File: src/rtl/genie_mem_bridge_pkg.sv
// Shared types and default sizes for the Genie data-memory bridge.
package genie_mem_bridge_pkg;

   localparam int MB_AW          = 26;
   localparam int MB_DW          = 32;
   localparam int MB_WFIFO_DEPTH = 4;

   typedef enum logic [1:0] {
      MB_IDLE    = 2'd0,
      MB_RD_REQ  = 2'd1,
      MB_RD_WAIT = 2'd2,
      MB_RD_RESP = 2'd3
   } mb_state_e;

endpackage

File: src/rtl/genie_mem_bridge_if.sv
// Accelerator-side and memory-side bus bundles of the bridge.
interface genie_acc_if
   import genie_mem_bridge_pkg::*;
#(
   parameter int AW = MB_AW,
   parameter int DW = MB_DW
);
   logic          wvalid;
   logic          wready;
   logic [AW-1:0] waddr;
   logic [DW-1:0] wdata;
   logic          rvalid;
   logic          rready;
   logic [AW-1:0] raddr;
   logic [DW-1:0] rdata;

   modport master (
      output wvalid, waddr, wdata,
      output rvalid, raddr,
      input  wready, rready, rdata
   );

   modport slave (
      input  wvalid, waddr, wdata,
      input  rvalid, raddr,
      output wready, rready, rdata
   );
endinterface

interface genie_mem_if
   import genie_mem_bridge_pkg::*;
#(
   parameter int AW = MB_AW,
   parameter int DW = MB_DW
);
   logic          mem_req;
   logic          mem_we;
   logic [AW-1:0] mem_addr;
   logic [DW-1:0] mem_wdata;
   logic          mem_gnt;
   logic          mem_rvalid;
   logic [DW-1:0] mem_rdata;

   modport master (
      output mem_req, mem_we, mem_addr, mem_wdata,
      input  mem_gnt, mem_rvalid, mem_rdata
   );

   modport slave (
      input  mem_req, mem_we, mem_addr, mem_wdata,
      output mem_gnt, mem_rvalid, mem_rdata
   );
endinterface

File: src/rtl/genie_wfifo.sv
// Write-posting FIFO; head is presented combinationally.
module genie_wfifo #(
   parameter int W     = 58,
   parameter int DEPTH = 4
) (
   input  logic         clk,
   input  logic         rst,
   input  logic         push_i,
   input  logic [W-1:0] din_i,
   input  logic         pop_i,
   output logic [W-1:0] head_o,
   output logic         full_o,
   output logic         empty_o
);
   localparam int PW = $clog2(DEPTH);
   localparam int CW = PW + 1;

   logic [W-1:0]  mem_q [DEPTH];
   logic [PW-1:0] wptr_q;
   logic [PW-1:0] rptr_q;
   logic [CW-1:0] cnt_q;
   logic          do_push;
   logic          do_pop;

   assign full_o  = (cnt_q == CW'(DEPTH));
   assign empty_o = (cnt_q == '0);
   assign do_push = push_i & ~full_o;
   assign do_pop  = pop_i & ~empty_o;
   assign head_o  = mem_q[rptr_q];

   always_ff @(posedge clk) begin
      if (rst) begin
         wptr_q <= '0;
         rptr_q <= '0;
         cnt_q  <= '0;
      end else begin
         if (do_push) wptr_q <= wptr_q + PW'(1);
         if (do_pop)  rptr_q <= rptr_q + PW'(1);
         cnt_q <= cnt_q + CW'(do_push) - CW'(do_pop);
      end
   end

   always_ff @(posedge clk) begin
      if (do_push) mem_q[wptr_q] <= din_i;
   end
endmodule

File: src/rtl/genie_mem_bridge.sv
// Posts Genie writes, serialises reads behind them onto one memory port.
module genie_mem_bridge
   import genie_mem_bridge_pkg::*;
#(
   parameter int AW          = MB_AW,
   parameter int DW          = MB_DW,
   parameter int WFIFO_DEPTH = MB_WFIFO_DEPTH
) (
   input  logic         clk,
   input  logic         rst,
   genie_acc_if.slave   acc,
   genie_mem_if.master  mem,
   output logic         idle,
   output logic         err
);
   mb_state_e        state_q, state_d;
   logic [AW-1:0]    raddr_q, raddr_d;
   logic [DW-1:0]    rdata_q, rdata_d;
   logic             err_q, err_d;
   logic [AW+DW-1:0] head;
   logic             full;
   logic             empty;
   logic             push;
   logic             pop;

   assign push       = acc.wvalid & ~full & ~rst;
   assign acc.wready = push;

   genie_wfifo #(
      .W     (AW + DW),
      .DEPTH (WFIFO_DEPTH)
   ) u_wfifo (
      .clk     (clk),
      .rst     (rst),
      .push_i  (push),
      .din_i   ({acc.waddr, acc.wdata}),
      .pop_i   (pop),
      .head_o  (head),
      .full_o  (full),
      .empty_o (empty)
   );

   always_comb begin
      state_d       = state_q;
      raddr_d       = raddr_q;
      rdata_d       = rdata_q;
      err_d         = err_q;
      pop           = 1'b0;
      mem.mem_req   = 1'b0;
      mem.mem_we    = 1'b0;
      mem.mem_addr  = '0;
      mem.mem_wdata = '0;
      acc.rready    = 1'b0;
      acc.rdata     = '0;
      if (mem.mem_rvalid && state_q != MB_RD_WAIT) err_d = 1'b1;
      unique case (state_q)
         MB_IDLE: begin
            // Posted writes drain before any read is taken.
            if (!empty) begin
               mem.mem_req   = 1'b1;
               mem.mem_we    = 1'b1;
               mem.mem_addr  = head[AW+DW-1:DW];
               mem.mem_wdata = head[DW-1:0];
               pop           = mem.mem_gnt;
            end else if (acc.rvalid) begin
               state_d = MB_RD_REQ;
               raddr_d = acc.raddr;
            end
         end
         MB_RD_REQ: begin
            mem.mem_req  = 1'b1;
            mem.mem_addr = raddr_q;
            if (mem.mem_gnt) state_d = MB_RD_WAIT;
         end
         MB_RD_WAIT: begin
            if (mem.mem_rvalid) begin
               rdata_d = mem.mem_rdata;
               state_d = MB_RD_RESP;
            end
         end
         MB_RD_RESP: begin
            acc.rready = 1'b1;
            acc.rdata  = rdata_q;
            state_d    = MB_IDLE;
         end
      endcase
   end

   always_ff @(posedge clk) begin
      if (rst) begin
         state_q <= MB_IDLE;
         raddr_q <= '0;
         rdata_q <= '0;
         err_q   <= 1'b0;
      end else begin
         state_q <= state_d;
         raddr_q <= raddr_d;
         rdata_q <= rdata_d;
         err_q   <= err_d;
      end
   end

   assign idle = (state_q == MB_IDLE) & empty;
   assign err  = err_q;
endmodule

File: src/flat_wrapper.sv
// flat-port wrapper written by rule: the top's interface ports become plain ports
module genie_mem_bridge_flat import genie_mem_bridge_pkg::*;
#(
   parameter int AW          = MB_AW,
   parameter int DW          = MB_DW,
   parameter int WFIFO_DEPTH = MB_WFIFO_DEPTH
)
  (clk, rst, idle, err, acc_wvalid, acc_waddr, acc_wdata, acc_rvalid, acc_raddr, acc_wready, acc_rready, acc_rdata, mem_mem_req, mem_mem_we, mem_mem_addr, mem_mem_wdata, mem_mem_gnt, mem_mem_rvalid, mem_mem_rdata);
  genie_acc_if #(.AW(AW), .DW(DW)) acc_i ();
  genie_mem_if #(.AW(AW), .DW(DW)) mem_i ();
  input  logic clk;
  input  logic rst;
  output logic idle;
  output logic err;
  input wire logic [$bits(acc_i.wvalid)-1:0] acc_wvalid;
  input wire logic [$bits(acc_i.waddr)-1:0] acc_waddr;
  input wire logic [$bits(acc_i.wdata)-1:0] acc_wdata;
  input wire logic [$bits(acc_i.rvalid)-1:0] acc_rvalid;
  input wire logic [$bits(acc_i.raddr)-1:0] acc_raddr;
  output wire logic [$bits(acc_i.wready)-1:0] acc_wready;
  output wire logic [$bits(acc_i.rready)-1:0] acc_rready;
  output wire logic [$bits(acc_i.rdata)-1:0] acc_rdata;
  output wire logic [$bits(mem_i.mem_req)-1:0] mem_mem_req;
  output wire logic [$bits(mem_i.mem_we)-1:0] mem_mem_we;
  output wire logic [$bits(mem_i.mem_addr)-1:0] mem_mem_addr;
  output wire logic [$bits(mem_i.mem_wdata)-1:0] mem_mem_wdata;
  input wire logic [$bits(mem_i.mem_gnt)-1:0] mem_mem_gnt;
  input wire logic [$bits(mem_i.mem_rvalid)-1:0] mem_mem_rvalid;
  input wire logic [$bits(mem_i.mem_rdata)-1:0] mem_mem_rdata;
  assign acc_i.wvalid = acc_wvalid;
  assign acc_i.waddr = acc_waddr;
  assign acc_i.wdata = acc_wdata;
  assign acc_i.rvalid = acc_rvalid;
  assign acc_i.raddr = acc_raddr;
  assign acc_wready = acc_i.wready;
  assign acc_rready = acc_i.rready;
  assign acc_rdata = acc_i.rdata;
  assign mem_mem_req = mem_i.mem_req;
  assign mem_mem_we = mem_i.mem_we;
  assign mem_mem_addr = mem_i.mem_addr;
  assign mem_mem_wdata = mem_i.mem_wdata;
  assign mem_i.mem_gnt = mem_mem_gnt;
  assign mem_i.mem_rvalid = mem_mem_rvalid;
  assign mem_i.mem_rdata = mem_mem_rdata;
  genie_mem_bridge #(.AW(AW), .DW(DW), .WFIFO_DEPTH(WFIFO_DEPTH)) u_core (.clk(clk), .rst(rst), .acc(acc_i), .mem(mem_i), .idle(idle), .err(err));
endmodule
File: config.mk
export PLATFORM = sky130hd
export DESIGN_NAME = genie_mem_bridge_flat
export DESIGN_NICKNAME = d
export VERILOG_FILES = /design/src/rtl/genie_mem_bridge_pkg.sv /design/src/rtl/genie_mem_bridge_if.sv /design/src/rtl/genie_wfifo.sv /design/src/rtl/genie_mem_bridge.sv /design/src/flat_wrapper.sv
export SDC_FILE = /design/constraint.sdc
export NUM_CORES = 1
export LEC_CHECK = 0
export ABC_AREA = 1
export BUFFER_PORTS_ARGS = -buffer_cell sky130_fd_sc_hd__buf_2
export CORE_MARGIN = 1
export CORE_UTILIZATION = 40
export CTS_CLUSTER_DIAMETER = 80
export CTS_CLUSTER_SIZE = 16
export DETAILED_ROUTE_END_ITERATION = 12
export HOLD_SLACK_MARGIN = 0.03
export PLACE_DENSITY = 0.65
export SYNTH_ARGS = -nofsm -noshare
export SYNTH_HDL_FRONTEND = slang
export SYNTH_SLANG_ARGS = --single-unit
File: constraint.sdc
create_clock -name clk -period 5.4 [get_ports clk]
set_input_delay 1.35 -clock clk [delete_from_list [all_inputs] [get_ports clk]]
set_output_delay 1.35 -clock clk [all_outputs]
set_load 0.03 [all_outputs]
# Word-level counts from Yosys, hierarchy flattened

Memories as Yosys holds them, arrays and structs flattened. A register that Yosys moved wholly into a read port is not among the register bits.
Cells that the tools add are included.

RAM bits: 232
Logic and storage cells: 55
Output and inout bits: 96
Bits of input ports: 122
Memories: 1
Flip-flop bits (word level): 68

Bitwise logic cells: 8
Multiplexer cells: 20
Add/sub/neg operators: 4
Equality and inequality tests: 9
Reduce and logical (&&, ||, !) cells: 6

Memories:

| memory               | words | bits a word | read ports | clocked after Yosys merged registers in | write ports | line              | RTL |
|---|---|---|---|---|---|---|---|
| u_core.u_wfifo.mem_q | 4     | 58          | 1          | 1                                       | 1           | genie_wfifo.sv:18 | `logic [W-1:0] mem_q [DEPTH];` |

Operators with widths:

| kind                | number |
|---|---|
| $mux 32             | 3 |
| $pmux 26 s2         | 1 |
| $mux 26             | 1 |
| $mux 2              | 6 |
| $ne 2x2->1 const B  | 4 |
| $pmux 2 s4          | 1 |
| $mux 1              | 7 |
| $and 1x1->1         | 5 |
| $add 2x1->2 const B | 2 |
| $eq 2x2->1 const B  | 2 |
| $reduce_and 4->1    | 1 |
| $add 3x1->3         | 1 |
| $eq 3x3->1 const B  | 1 |
| $logic_not 3->1     | 1 |
| $not 1->1           | 3 |
| $reduce_and 3->1    | 1 |
| $sub 3x1->3         | 1 |
| $eq 2x1->1 const B  | 1 |
| $logic_not 2->1     | 1 |
| $ne 2x1->1 const B  | 1 |
| $pmux 1 s2          | 1 |
| $reduce_and 2->1    | 1 |
| $logic_and 1x1->1   | 1 |

# Longest topological paths before layout

Gate-level depths: netlist of the first run.

Depth in word-level cells: 7
Depth in mapped cells: 13
Mapped depth without buffers: 13

# Hierarchy

From an unflattened synthesis of the first run, not the netlist that was laid out.

Cells, all modules: 1116
Area total of the unflattened synthesis: 12239.2 um^2

Modules (own cells, without submodules):

| module           | cells each | times used | area each (um^2) | sequential area each (um^2) |
|---|---|---|---|---|
| genie_wfifo      | 630        | 1          | 9142.5           | 7146.9 |
| genie_mem_bridge | 486        | 1          | 3096.7           | 1221.2 |

# Worst setup path before layout of the first run

No wires, ideal clock.

Path kind: input port to flip-flop
Start point: input rst
End point: memory u_core.u_wfifo.mem_q[0][0] (enable)
Arrival: 4.041 ns
Path buffers: 0
Data required time: 4.926 ns
Path slack: 0.884 ns
Library setup time: 0.474 ns
Cell stages on the path: 3
Path through: inv_1 > nand3_2 > nor2_1

Cells in the longest elaborated chain, start to end: 5

Ends and longest elaborated chain:

| item                         | line                   | RTL |
|---|---|---|
| start: declaration           | flat_wrapper.sv:12     | `input logic rst;` |
| $not 1->1                    | genie_mem_bridge.sv:26 | `assign push = acc.wvalid & ~full & ~rst;` |
| $and 1x1->1                  | genie_mem_bridge.sv:26 |  |
| $and 1x1->1                  | genie_wfifo.sv:27      | `assign do_push = push_i & ~full_o;` |
| $mux 1                       | genie_wfifo.sv:44      | `if (do_push) mem_q[wptr_q] <= din_i;` |
| $mux 1 (implied by the code) | genie_wfifo.sv:44      |  |
| end: declaration             | genie_wfifo.sv:18      |  |

No other way between the ends.

==> impl_metrics.tcl, run 1 <==
set metrics [dict create \
    drc 0 \
    crit_path_max_incr_delay_ns 0.70 \
    clkSlewWorstSetupHoldPaths_ns 0.07 \
    synthesis.area_um2 12100 \
    stdcell_area_um2 14200 \
    clkLatencyLatePin_ns 0.53 \
    yosysTopAreaCell "edfxtp_1" \
    core_um2 29700 \
    fp-row-count 63 \
    ctsHoldBuffers 0 \
    path_delay_family "buffers and inverters" \
    yosysWarnings 0 \
    cts_max_level 1 \
    ys_top_cells_by_count "232 x edfxtp_1, 228 x nand2_1, 209 x nor2_1" \
    nFillCells 2773 \
    synth.most_common_cell "edfxtp_1" \
    fin_cells 1759 \
    nNetsFinal 1478 \
    tightest_slew_ns 1.19 \
    start_util_pct 40.8 \
    wl_um 29000 \
    cp-end-kind "output pin" \
    grt_pass1_wl_um 44600 \
    crit_buf_inv 3 \
    cts_resized 0 \
    fin_util_pct 47.7 \
    first_pass_iters 5 \
    cts_root_buf "clkbuf_16" \
    grt_remaining_overflow 0 \
    max_freq_mhz 234 \
    cts.sinks 302 \
    syn_nets 1292 \
    syn2layout_area_growth_pct 16.9 \
    min_period_ns 4.26 \
    synth_enable_flop_cells 232 \
    cts_tree "built" \
    hold_class "reg -> reg" \
    cts_buffers 22 \
    io_buffers 217 \
    die_w_um 176 \
    crit_path_start_kind "register" \
    seq_area_um2 8370 \
    multi_input_area_um2 3220 \
    drtIter0Drc 561 \
    crit_arrival_ns 2.91 \
    routed_via_density 4.96 \
    timing.rr.start "u_core.state_q[0]" \
    post_cts_buffers 0 \
    outcome "finished, final reports clean" \
    path_depth 7 \
    path_max_fanout 50 \
    setup_viol 0 \
    die_h_um 176 \
    synth_ff_type "edfxtp_1" \
    dp_cells 1711 \
    synth.distinct_cells 24 \
    crit_required_ns 4.05 \
    final.setup.tns_ns 0 \
    dp_hpwl_um 17000 \
    rsz0062_at_grt "no" \
    min_period_over_period_pct 79.0 \
    p_per_area_nw_per_um2 463 \
    dieArea_um2 31000 \
    cap_violations 0 \
    grt.total_usage_pct 18.4 \
    antenna_found_initial 10 \
    r2r_slack_ns 2.77 \
    hold_slack_ns 0.468 \
    ys_seq_area_share_pct 68.9 \
    relSlewSlack_pct 20.9 \
    criticalPathCategory "reg -> out" \
    p_leak_nw 5.80 \
    min_from "u_core.raddr_q[18]" \
    fin_worst_skew_ns 0.0190 \
    cpMaxStageDelayCell "dfxtp_4" \
    cts_max_path_buffers 3 \
    drive_above_1_share_pct 19.8 \
    syn_area_per_cell_um2 10.5 \
    finalHoldViolCount 0 \
    grt_max_degree 69 \
    yosys_register_bits 302 \
    peakVddDrop_uv 353 \
    vias 8720 \
    worst-r2r-cell-count 6 \
    syn_inst 1159 \
    post_drt_wl_per_cell_um 16.5 \
    place_congestion 0.781 \
    io_pins 218 \
    place_area_um2 13500 \
    synth_top_area_share_pct 57.4 \
    synthTopCellsByArea "edfxtp_1 57%, dfxtp_1 12%, nand2_1 7.1%" \
    grt_pass1_vias 8296 \
    worstPathCellList "clkinv_2 -> buf_4 -> nand2_1 -> nand3_1 -> nand3_1 -> nand2_1 -> buf_2" \
    detail-route-antenna-nets 0 \
    whs_path_depth 2 \
    slew_viol_final 0 \
    async_flop_share_pct 0 \
]
[final cells by class]
cell class | instances | share of cell area [%]
clock inverters | 1 | 0.115
well taps | 390 | 3.44
diodes | 9 | 0.159
clock buffers | 38 | 4.38
repair buffers | 231 | 8.49
flip-flops and latches | 302 | 59.0
inverters | 63 | 1.68
multi-input cells | 725 | 22.7
[layout by cell type (no fill, tap or decap), types with 2 or more instances in the layout]
cell	n
nand2_1	228
nor2_1	205
buf_2	217
ha_1	10
clkbuf_1	15
o21ai_0	89
inv_2	2
diode_2	9
a21oi_1	63
edfxtp_1	232
nor2_4	5
nand3_1	108
o21ai_1	10
inv_1	60
clkbuf_16	22
buf_4	13
dfxtp_1	68
nand2_2	2
[where the power goes]
group	internal (mW)	leakage, nW	total [mW]	switching, mW
Sequential	2.70	2.68	2.81	0.113
Combinational	0.566	2.82	2.21	1.64
Clock	0.783	0.303	1.54	0.759
Total	4.05	5.80	6.56	2.51
[registers in the layout (all words and copies together) (netlist names), named ones only]
| signal | flops |
|---|---|
| u_core.u_wfifo.rptr_q | 2 |
| u_core.rdata_q | 32 |
| u_core.state_q | 2 |
| u_core.u_wfifo.mem_q | 232 |
| u_core.err | 1 |
| u_core.raddr_q | 26 |
| u_core.u_wfifo.wptr_q | 2 |
| u_core.u_wfifo.cnt_q | 3 |
[metrics by stage]
| step | setup slack [ns] | power (mW) |
|---|---|---|
| 3_5_place_dp | 1.42 | 5.10 |
| 2_1_floorplan | 0.884 | 4.43 |
| 6_report | 1.14 | 6.56 |
| 5_1_grt | 0.912 | 6.93 |
| 4_1_cts | 1.13 | 6.64 |
| 3_3_place_gp | 1.42 | 5.07 |
[worst min-delay path, delay by kind of cell, from the launching register on]
kind            cells  cell delay [ns]
simple gates        1             0.06
compound gates      1             0.05
flops               1             0.31
[worst paths after layout]
kind,endpoint
worst max-delay path,mem_mem_addr[4]
worst min-delay path,u_core.raddr_q[18]
worst min register to register,u_core.raddr_q[18]
worst max register to register,u_core.rdata_q[7]
[per-layer routing]
layer	vias up	GRT usage [%]	wire length, µm
li1	4277	-	-
met1	4147	23.7	12600
met2	248	31.0	13900
met3	46	3.60	1760
met4	2	6.38	690
met5	-	0	13
[cell families after synthesis]
family	count (synthesis)	share of synthesized area, %
buffers and inverters	132	4.75
adders and majority gates	11	1.20
and+or+nand+nor	551	18.4
DFF	302	68.9
AOI/OAI and AO/OA	162	6.68
xor gates and xnor gates	1	0.0722
No activity file was read; power rests on OpenSTA's default activity.
==> run 2, diff against run 1 <==
- ABC_AREA: 1 -> 0
- PLACE_DENSITY: 0.65 -> 0.66
- clock period: 5.4 -> 4.1 ns (I/O delays scaled with it)
==> impl_metrics.tcl, run 2 <==
set metrics [dict create \
    syn2layout_area_growth_pct 18.0 \
    grt.total_usage_pct 16.7 \
    cts_root_buf "clkbuf_16" \
    synth_top_area_share_pct 58.0 \
    synth_ff_type "edfxtp_1" \
    swShare_pct 35.5 \
    crit_path_max_incr_delay_ns 0.74 \
    syn_area_per_cell_um2 16.4 \
    antenna_found_initial 9 \
    detail-route-antenna-nets 0 \
    outcome "finished, final reports clean" \
    die_h_um 175 \
    dp_hpwl_um 15800 \
    cts_max_path_buffers 3 \
    synthTopCellsByArea "edfxtp_1 58%, dfxtp_1 12%, mux4_2 11%" \
    fin_worst_skew_ns 0.0179 \
    peakVddDrop_uv 535 \
    cts_buffers 22 \
    cts_resized 0 \
    regMostFlops "u_core.u_wfifo.mem_q" \
    min_period_ns 3.57 \
    syn_inst 733 \
    fp-row-count 63 \
    syn_nets 866 \
    cp-end-kind "output pin" \
    ys_top_cells_by_count "232 x edfxtp_1, 70 x dfxtp_1, 65 x nand2_1" \
    criticalPathCategory "reg -> out" \
    reg.largest.list "u_core.u_wfifo.mem_q: 232 flops, u_core.rdata_q: 32 flops, u_core.raddr_q: 26 flops" \
    wl_um 25700 \
    start_util_pct 40.6 \
    cts.sinks 302 \
    synth.distinct_cells 32 \
    crit_arrival_ns 2.55 \
    p_per_area_nw_per_um2 622 \
    max_freq_mhz 280 \
    final.setup.tns_ns 0 \
    yosysTopAreaCell "edfxtp_1" \
    cpMaxStageDelayCell "dfxtp_4" \
    grt_pass1_wl_um 39000 \
    core_um2 29600 \
    power_frac_seq_pct 42.3 \
    io_buffers 217 \
    cts_max_level 1 \
    dieArea_um2 30700 \
    grt_pass1_vias 6806 \
    synth_enable_flop_cells 232 \
    yosysWarnings 0 \
    layout_setup_ws_ns 0.528 \
    setup_viol 0 \
    async_flop_share_pct 0 \
    cap_violations 0 \
    synthesis.area_um2 12000 \
    largest_register_ffs 232 \
    ys_seq_area_share_pct 69.7 \
    post_cts_buffers 0 \
    nNetsFinal 1079 \
    slew_viol_final 0 \
    place_area_um2 13500 \
    clkPwrFrac_pct 23.5 \
    finalHoldViolCount 0 \
    ctsHoldBuffers 0 \
    grt_max_degree 97 \
    layout_common_cells "232 x edfxtp_1, 217 x buf_2, 68 x dfxtp_1, 65 x nand2_1" \
    die_w_um 175 \
    p_int_mw 5.69 \
    place_congestion 0.742 \
    rsz0062_at_grt "no" \
    yosys_register_bits 302 \
    tightest_slew_ns 1.12 \
    routed_via_density 4.96 \
    io_pins 218 \
    path_max_fanout 28 \
    relSlewSlack_pct 24.8 \
    stdcell_area_um2 14200 \
    clkLatencyLatePin_ns 0.54 \
    min_period_over_period_pct 87.1 \
    crit_path_start_kind "register" \
    cts_tree "built" \
    hold_class "reg -> reg" \
    crit_required_ns 3.07 \
    drc 0 \
    vias 6719 \
    p_switching_mw 3.13 \
    worstPathCellList "buf_4 -> mux4_2 -> a22o_1 -> buf_2" \
    final_common_cell "edfxtp_1" \
    drtIter0Drc 296 \
    synth.most_common_cell "edfxtp_1" \
    grt_remaining_overflow 0 \
    p_leak_nw 5.09 \
    first_pass_iters 4 \
    post-place-ws_ns 0.860 \
    drive_above_1_share_pct 34.0 \
    comb_power_share_pct 34.2 \
    post_drt_wl_per_cell_um 18.9 \
    clkSlewWorstSetupHoldPaths_ns 0.08 \
]
==> run 2: cell types whose count changed after synthesis, moves of 50 or more <==
| cell | before | now |
|---|---|---|
| inv_1 | 61 | 11 |
| mux4_2 | 0 | 58 |
| o21ai_0 | 89 | 2 |
| nand3_1 | 108 | 0 |
| nor2_1 | 209 | 7 |
| nand2_1 | 228 | 65 |
| nand2b_1 | 0 | 58 |
==> run 2: logic make-up after synthesis <==
family	Yosys count	share of synthesized area [%]
fa+ha+maj	11	1.21
buf+inv	56	2.43
simple gates	207	9.32
flops	302	69.7
mux	86	13.2
xor+xnor	3	0.219
compound gates	68	3.95
==> run 2: final cells by class <==
type                            instances  area [µm²]
Timing Repair Buffer                  233        1230
Inverter                               12        45.0
Sequential cell                       302        8380
Fill cell                            2543       15400
Multi-Input combinational cell        375        3370
Tap cell                              390         488
Antenna cell                            4        10.0
Clock inverter                          1        30.0
Clock buffer                           39         624
==> run 2: path summary, 6_finish.rpt <==
check,startpoint,endpoint,slack (ns),depth (start not counted)
setup / recovery,register,mem_mem_addr[23],0.53,4
hold / removal,u_core.rdata_q[4],u_core.rdata_q[4],0.45,2
setup reg to reg,u_core.u_wfifo.cnt_q[1],u_core.u_wfifo.cnt_q[2],1.59,10
hold reg to reg,u_core.rdata_q[4],u_core.rdata_q[4],0.45,2
==> run 2: critical path, delay by kind of cell (launching register included) <==
kind / cells / cell delay (ns)
buffers and inverters: 2 / 0.49
AOI/OAI and AO/OA: 1 / 0.22
DFF: 1 / 0.74
muxes: 1 / 0.55
==> run 2: power groups by stage <==
stage | sequential (mW) | clock (mW) | combinational [mW]
2_1_floorplan | 3.69 | 0 | 2.32
3_3_place_gp | 3.81 | 0 | 3.06
3_5_place_dp | 3.82 | 0 | 3.07
4_1_cts | 3.75 | 2.13 | 3.08
5_1_grt | 3.78 | 2.24 | 3.23
6_report | 3.73 | 2.07 | 3.02
==> run 2: metrics by stage <==
stage	hold slack [ns]	instances	util (%)	power [mW]
floorplan	0.432	733	-	6.00
global placement	0.437	1312	45.7	6.86
detailed placement	0.442	1312	45.7	6.88
CTS	0.452	1352	47.9	8.96
global route	0.469	1353	47.9	9.25
finish	0.450	1356	47.9	8.82
==> run 2: metal layers <==
layer / track usage, % / share of wire [%]
met5: 0 / 0.18
met1: 20.8 / 42
met3: 4.83 / 8.0
met4: 3.33 / 1.9
met2: 28.8 / 48
